File: config.mk
export PLATFORM = sky130hd
export DESIGN_NAME = gf64_power_seq
export DESIGN_NICKNAME = d
export VERILOG_FILES = /design/src/rtl/gf64_power_seq.sv
export SDC_FILE = /design/constraint.sdc
export NUM_CORES = 1
export LEC_CHECK = 0
export CAP_MARGIN = 15
export CORE_ASPECT_RATIO = 0.6
export CORE_MARGIN = 4
export CORE_UTILIZATION = 30
export CTS_CLUSTER_DIAMETER = 80
export DETAILED_ROUTE_END_ITERATION = 10
export PLACE_DENSITY = 0.53
export RECOVER_POWER = 100
export SKIP_CTS_REPAIR_TIMING = 1
export SLEW_MARGIN = 20
export SYNTH_ARGS = -nofsm -noshare
export SYNTH_HDL_FRONTEND = slang
export SYNTH_SLANG_ARGS = --single-unit
File: constraint.sdc
create_clock -name clk -period 4.7 [get_ports clk]
set_input_delay 0.94 -clock clk [delete_from_list [all_inputs] [get_ports clk]]
set_output_delay 0.94 -clock clk [all_outputs]
set_load 0.02 [all_outputs]
File: src/rtl/gf64_power_seq.sv
// Sequential square-and-multiply exponentiator over GF(2^6): y = x^EXP, polynomial basis,
// p(z) = z^6 + z + 1. One word in flight, six RUN cycles per word, valid/ready both sides.
module gf64_power_seq #(
   parameter logic [5:0] EXP = 6'd26
) (
   input  logic       clk,
   input  logic       rst,
   input  logic       in_valid,
   output logic       in_ready,
   input  logic [5:0] in_data,
   output logic       out_valid,
   input  logic       out_ready,
   output logic [5:0] out_data,
   output logic       busy
);

   typedef enum logic [1:0] {
      IDLE = 2'd0,
      RUN  = 2'd1,
      DONE = 2'd2
   } state_t;

   // Padded so the 3-bit counter can index it after wrapping past zero
   localparam logic [7:0] EXP_BITS = {2'b00, EXP};

   state_t     state_q, state_d;
   logic [5:0] acc_q, acc_d;
   logic [5:0] x_q, x_d;
   logic [2:0] cnt_q, cnt_d;
   logic [5:0] out_data_q, out_data_d;
   logic       out_valid_q, out_valid_d;
   logic [5:0] acc_step;
   logic       accept;

   function automatic logic [5:0] gf_mul(input logic [5:0] a, input logic [5:0] b);
      logic [10:0] p;
      p = '0;
      for (int i = 0; i < 6; i++)
         if (b[i]) p = p ^ ({5'd0, a} << i);
      // Fold top-down so bits pushed into 6..9 by higher folds are reduced as well
      for (int i = 10; i >= 6; i--)
         if (p[i]) p = p ^ (11'd1 << i) ^ (11'd1 << (i - 5)) ^ (11'd1 << (i - 6));
      return p[5:0];
   endfunction

   function automatic logic [5:0] gf_sq(input logic [5:0] a);
      return gf_mul(a, a);
   endfunction

   assign in_ready  = (state_q == IDLE) | ((state_q == DONE) & out_ready);
   assign accept    = in_valid & in_ready;
   assign out_valid = out_valid_q;
   assign out_data  = out_data_q;
   assign busy      = (state_q == RUN);

   always_comb begin
      acc_step = gf_sq(acc_q);
      if (EXP_BITS[cnt_q]) acc_step = gf_mul(acc_step, x_q);
   end

   always_comb begin
      state_d     = state_q;
      acc_d       = acc_q;
      x_d         = x_q;
      cnt_d       = cnt_q;
      out_data_d  = out_data_q;
      out_valid_d = out_valid_q;
      case (state_q)
         IDLE: state_d = IDLE;
         RUN: begin
            acc_d = acc_step;
            cnt_d = cnt_q - 3'd1;
            if (cnt_q == 3'd0) begin
               out_data_d  = acc_step;
               out_valid_d = 1'b1;
               state_d     = DONE;
            end
         end
         DONE: begin
            if (out_ready) begin
               out_valid_d = 1'b0;
               state_d     = IDLE;
            end
         end
         default: state_d = IDLE;
      endcase
      // A load can coincide with the DONE hand-off and goes straight back to RUN
      if (accept) begin
         x_d     = in_data;
         acc_d   = 6'h01;
         cnt_d   = 3'd5;
         state_d = RUN;
      end
   end

   always_ff @(posedge clk or posedge rst) begin
      if (rst) begin
         state_q     <= IDLE;
         acc_q       <= 6'h00;
         x_q         <= 6'h00;
         cnt_q       <= 3'd5;
         out_data_q  <= 6'h00;
         out_valid_q <= 1'b0;
      end else begin
         state_q     <= state_d;
         acc_q       <= acc_d;
         x_q         <= x_d;
         cnt_q       <= cnt_d;
         out_data_q  <= out_data_d;
         out_valid_q <= out_valid_d;
      end
   end

endmodule

* Word level (Yosys, flattened, before mapping) *
Memory sizes are Yosys's and may differ from the RTL's.
Cells that the tools add are included.

word-level totals
  register bits after elaboration = 24
  bits in read-only memories = 8
  bits of input ports = 10
  output and inout port bits = 9
  logic and storage cells = 100
  memories = 1

memory list
  name             depth  bits a word  rd ports  clocked after memory_dff  wr ports  line  RTL
  (no name shown)  8      1            1         0                         0         58    if (EXP_BITS[cnt_q]) acc_step = gf_mul(acc_step, x_q);

cells by class
  add/sub/neg operators = 1
  order comparisons = 1
  eq/ne operators = 6
  multiplexer cells = 45
  bitwise gates (word level) = 33
  reduce and logical (&&, ||, !) cells = 7

operators by type and width
  operator              count
  $mux W11              16
  $mux W6               7
  $xor A11 B10 Y11      2
  $xor A11 B11 Y11      2
  $xor A11 B8 Y11       2
  $xor A11 B9 Y11       2
  $not A1 Y1            20
  $mux W3               4
  $xor A11 B7 Y11       1
  $mux W10              1
  $mux W2               5
  $mux W5               2
  $mux W9               1
  $mux W4               2
  $mux W8               1
  $mux W7               1
  $xor A6 B7 Y7         1
  $lt A3 B4 Y1 const B  1
  $pmux W2 S2           1
  $reduce_and A2 Y1     2
  $reduce_bool A2 Y1    2
  $logic_not A3 Y1      1
  $mux W1               3
  $ne A3 B1 Y1 const B  1
  11 further kinds      12

* Logic depth before layout (Yosys ltp) *
  word-level depth = 55
  mapped depth = 9

* Worst setup path before layout *
Ideal clock, no wire load.

  path kind = input to output
  from = input port out_ready
  to = output port in_ready
  data arrival time = 1.365 ns
  data required time = 3.760 ns
  path slack = 2.395 ns
  stages on the path = 2
  path buffers = 0
  cell sequence = inv_1 > a21oi_1

between the ends
  cells in the longest elaborated chain, start to end = 2

ends and longest elaborated chain
  item           line  RTL
  from (decl)    12    input logic out_ready,
  $and A1 B1 Y1  50    assign in_ready = (state_q == IDLE) | ((state_q == DONE) & out_ready);
  $or A1 B1 Y1   50
  to (decl)      9     output logic in_ready,

No other way between the ends.

* Worst setup path after layout *
Ends and elaborated chain as after synthesis.

==> flow_metrics.py <==
metrics = {
    "routing": {
        "starting_drc_count_in_detailed_routing": 73,
        "wl_per_cell_um": 13.7,
        "routed-wl-met2_mm": 1.55,
        "total_number_of_vias": 1447,
        "met1_length_mm": 2.23,
        "top_layer_used": "met4",
        "post_drt_via_cell_ratio": 4.91,
        "drc": 0,
        "final_antenna_net_count": 0,
        "route.final.wire_length_mm": 4.03,
        "detailedRoute.firstPassIterationCount": 4,
        "met3WireLength_um": 234,
    },
    "floorplan": {
        "fp.dieH_um": 69.3,
        "initial_utilization_pct": 30.9,
        "dieWidth_um": 110,
        "die-area_um2": 7640,
        "boundaryPins": 19,
        "floorplan.rows": 22,
        "floorplan.core_area_um2": 6080,
    },
    "worst_setup_path": {
        "worst_setup_path_endpoint": "in_ready",
        "critical_path_cell_count": 4,
        "critical_path.slowest_cell": "sky130_fd_sc_hd__dlygate4sd3_1",
        "crit_top_cell": "sky130_fd_sc_hd__dlygate4sd3_1",
        "cp_data_arrival_time_ps": 2400,
        "critical-path-top-delay-family": "buffers and inverters",
        "critical_path_buffer_and_inverter_count": 3,
        "cp.required_ps": 3760,
        "critical_path.reg2reg.endpoint": "acc_q[1]",
        "crit_type": "in2out",
        "worst_r2r_startpoint": "acc_q[4]",
        "cp-end-kind": "output pin",
        "startpoint": "out_ready",
        "crit_fanout": 2,
        "timing.critical_path.from_type": "input pin",
        "worstRegToRegCells": 7,
        "worstPathCellList": "dlygate4sd3_1, inv_1, a21oi_1, dlygate4sd3_1",
        "critPathMaxStageDelay_ps": 690,
        "r2r_slack_ps": 2060,
    },
    "place": {
        "detailedPlace.worstSlack_ps": 1500,
        "detailed_place_hpwl_mm": 2.93,
        "dpl.cell_count": 291,
        "io_buffers": 18,
        "place_congestion": 0.745,
    },
    "sta": {
        "worst_slack_ps": 1360,
        "timing.final.crit_period_ps": 3340,
        "finalSetupTns_ps": 0,
        "final-setup-viol-count": 0,
        "finalClockSkew_ps": 1.42,
        "hold_violations": 0,
        "slew_viol_final": 0,
        "slew-limit-headroom_pct": 38.7,
        "max_freq_mhz": 299,
        "layout_worst_path_cycle_share_pct": 71.2,
        "max_slew.worst_pin.slew_ps": 918,
        "grt_setup_unrepaired": "no",
    },
    "synthesis": {
        "post_synth.cell_area_avg_um2": 9.21,
        "post_synth_instance_area_um2": 1880,
        "register_bit_count_reported_by_yosys": 24,
        "mapped_nets": 216,
        "number_of_instances_in_the_synthesized_netlist": 204,
        "netlist-cell-type-count": 46,
        "synth_top_flop_cell": "sky130_fd_sc_hd__dfrtp_1",
        "async_reset_ff_share_pct": 100,
        "synth_largest_type_area_fraction_pct": 29.3,
        "synth_enable_flop_cells": 0,
        "synth_warnings": 0,
        "synth_area_leaders": "sky130_fd_sc_hd__dfrtp_1, sky130_fd_sc_hd__nand2_1, sky130_fd_sc_hd__mux2_2, sky130_fd_sc_hd__xnor3_1, sky130_fd_sc_hd__xnor2_1",
        "yosysSeqAreaShare_pct": 32.1,
        "synth_top_area_cell": "sky130_fd_sc_hd__dfrtp_1",
    },
    "clocking": {
        "tritoncts": "built",
        "cts-buffers-inserted": 3,
        "clock-sinks": 24,
        "htree_num_levels": 1,
        "worst_setup_hold_path_clk_slew_ps": 90,
        "worstSkewPairLatency_ps": 270,
        "cts-root-to-sink-buffers": 2,
        "ctsRootBufferMaster": "sky130_fd_sc_hd__clkbuf_8",
    },
    "cells_and_area": {
        "multi_input_comb_area_um2": 1140,
        "fillCellCount": 617,
        "top_library_cells_by_usage_in_the_layout_fill_and_taps_aside": "sky130_fd_sc_hd__nand2_1, sky130_fd_sc_hd__dfrtp_1, sky130_fd_sc_hd__o21ai_0, sky130_fd_sc_hd__mux2_2, sky130_fd_sc_hd__dlygate4sd3_1",
        "finish.net_count": 224,
        "final_common_cell": "sky130_fd_sc_hd__nand2_1",
        "seq_area_um2": 603,
        "n_antenna_cell": 0,
        "drive_above_1_share_pct": 9.95,
        "finish.cell_count_without_fillers": 295,
        "flow.area_growth_from_synthesis_pct": 11.9,
    },
    "global_routing": {
        "antenna_found_initial": 0,
        "grt_util_all_layers_pct": 10.7,
        "grt_max_degree": 25,
        "grt-ovfl-total": 0,
        "grt_pass1_vias": 1270,
        "grt_pass1_wl_mm": 6.51,
    },
    "min_path": {
        "min-delay-path-class": "reg2reg",
    },
    "run_status": {
        "status": "finished, final reports clean",
    },
    "run": {
        "cap_violations": 0,
    },
}
[tightest hold or removal path: cells and delay by family, from the launching register on]
family / cells / cell delay [ps]
simple gates: 1 / 50
flops: 1 / 350
compound gates: 1 / 50
[metal layers]
layer	vias to the layer above	GRT usage, %
li1	718	-
met1	690	17.8
met2	36	13.5
met3	3	2.70
met4	0	2.19
met5	-	0
[sequential cells by signal, summed over array words and instances, names as in the netlist]
| name | cells |
|---|---|
| out_valid | 1 |
| cnt_q | 3 |
| out_data | 6 |
| state_q | 2 |
| acc_q | 6 |
| x_q | 6 |
[Yosys cell counts (2+ instances only)]
cell type / instances
sky130_fd_sc_hd__a211o_1: 2
sky130_fd_sc_hd__a21oi_1: 8
sky130_fd_sc_hd__a22oi_1: 4
sky130_fd_sc_hd__a31oi_1: 3
sky130_fd_sc_hd__and2_1: 2
sky130_fd_sc_hd__buf_2: 5
sky130_fd_sc_hd__buf_4: 5
sky130_fd_sc_hd__buf_6: 3
sky130_fd_sc_hd__clkbuf_1: 2
sky130_fd_sc_hd__dfrtp_1: 22
sky130_fd_sc_hd__dfstp_2: 2
sky130_fd_sc_hd__ha_1: 2
sky130_fd_sc_hd__inv_1: 5
sky130_fd_sc_hd__mux2_2: 11
sky130_fd_sc_hd__mux2i_1: 5
sky130_fd_sc_hd__nand2_1: 34
sky130_fd_sc_hd__nand2b_1: 9
sky130_fd_sc_hd__nand3_1: 6
sky130_fd_sc_hd__nor2_1: 6
sky130_fd_sc_hd__nor2b_1: 6
sky130_fd_sc_hd__nor3b_1: 2
sky130_fd_sc_hd__o21ai_0: 10
sky130_fd_sc_hd__o21ai_1: 7
sky130_fd_sc_hd__o22ai_1: 2
sky130_fd_sc_hd__o31ai_1: 2
sky130_fd_sc_hd__xnor2_1: 8
sky130_fd_sc_hd__xnor3_1: 5
sky130_fd_sc_hd__xor2_1: 7
sky130_fd_sc_hd__xor2_2: 2
[cell type report]
type	count	area share [%]
clock buffers	4	2.62
inverters	6	1.07
multi-input cells	159	54.0
flip-flops and latches	24	28.7
well taps	84	5.00
repair buffers	18	8.57
[how the worst min path moves through the flow]
| stage | startpoint | to | slack (ps) | cells past startpoint |
|---|---|---|---|---|
| 2_1_floorplan | cnt_q[1] | cnt_q[1] | 470 | 2 |
| 3_3_place_gp | out_data[3] | out_data[3] | 470 | 2 |
| 3_5_place_dp | out_data[3] | out_data[3] | 470 | 2 |
| 4_1_cts | out_data[3] | out_data[3] | 490 | 2 |
| 5_1_grt | out_data[2] | out_data[2] | 520 | 2 |
| 6_report | out_data[3] | out_data[3] | 480 | 2 |
[kinds of logic (layout without fill, tap and decap cells)]
group / Yosys count / in the layout / synth area share [%]
xor gates and xnor gates: 23 / 23 / 16.0
buffers and inverters: 21 / 28 / 6.72
AOI/OAI and AO/OA: 47 / 47 / 16.2
muxes: 16 / 16 / 9.25
DFF: 24 / 24 / 32.1
and+or+nand+nor: 71 / 71 / 18.4
adders and majority gates: 2 / 2 / 1.33
[stage by stage]
stage	util [%]	instance area, µm²	hold slack [ps]
CTS	34.8	2120	492
detailed placement	33.9	2060	472
finish	34.6	2100	483
global route	34.6	2100	517
floorplan	-	1880	469
global placement	33.9	2060	469
Power is left out: the tool's default activity adds up to more than one toggle a clock period on the data nets, which glitch-free logic cannot reach.
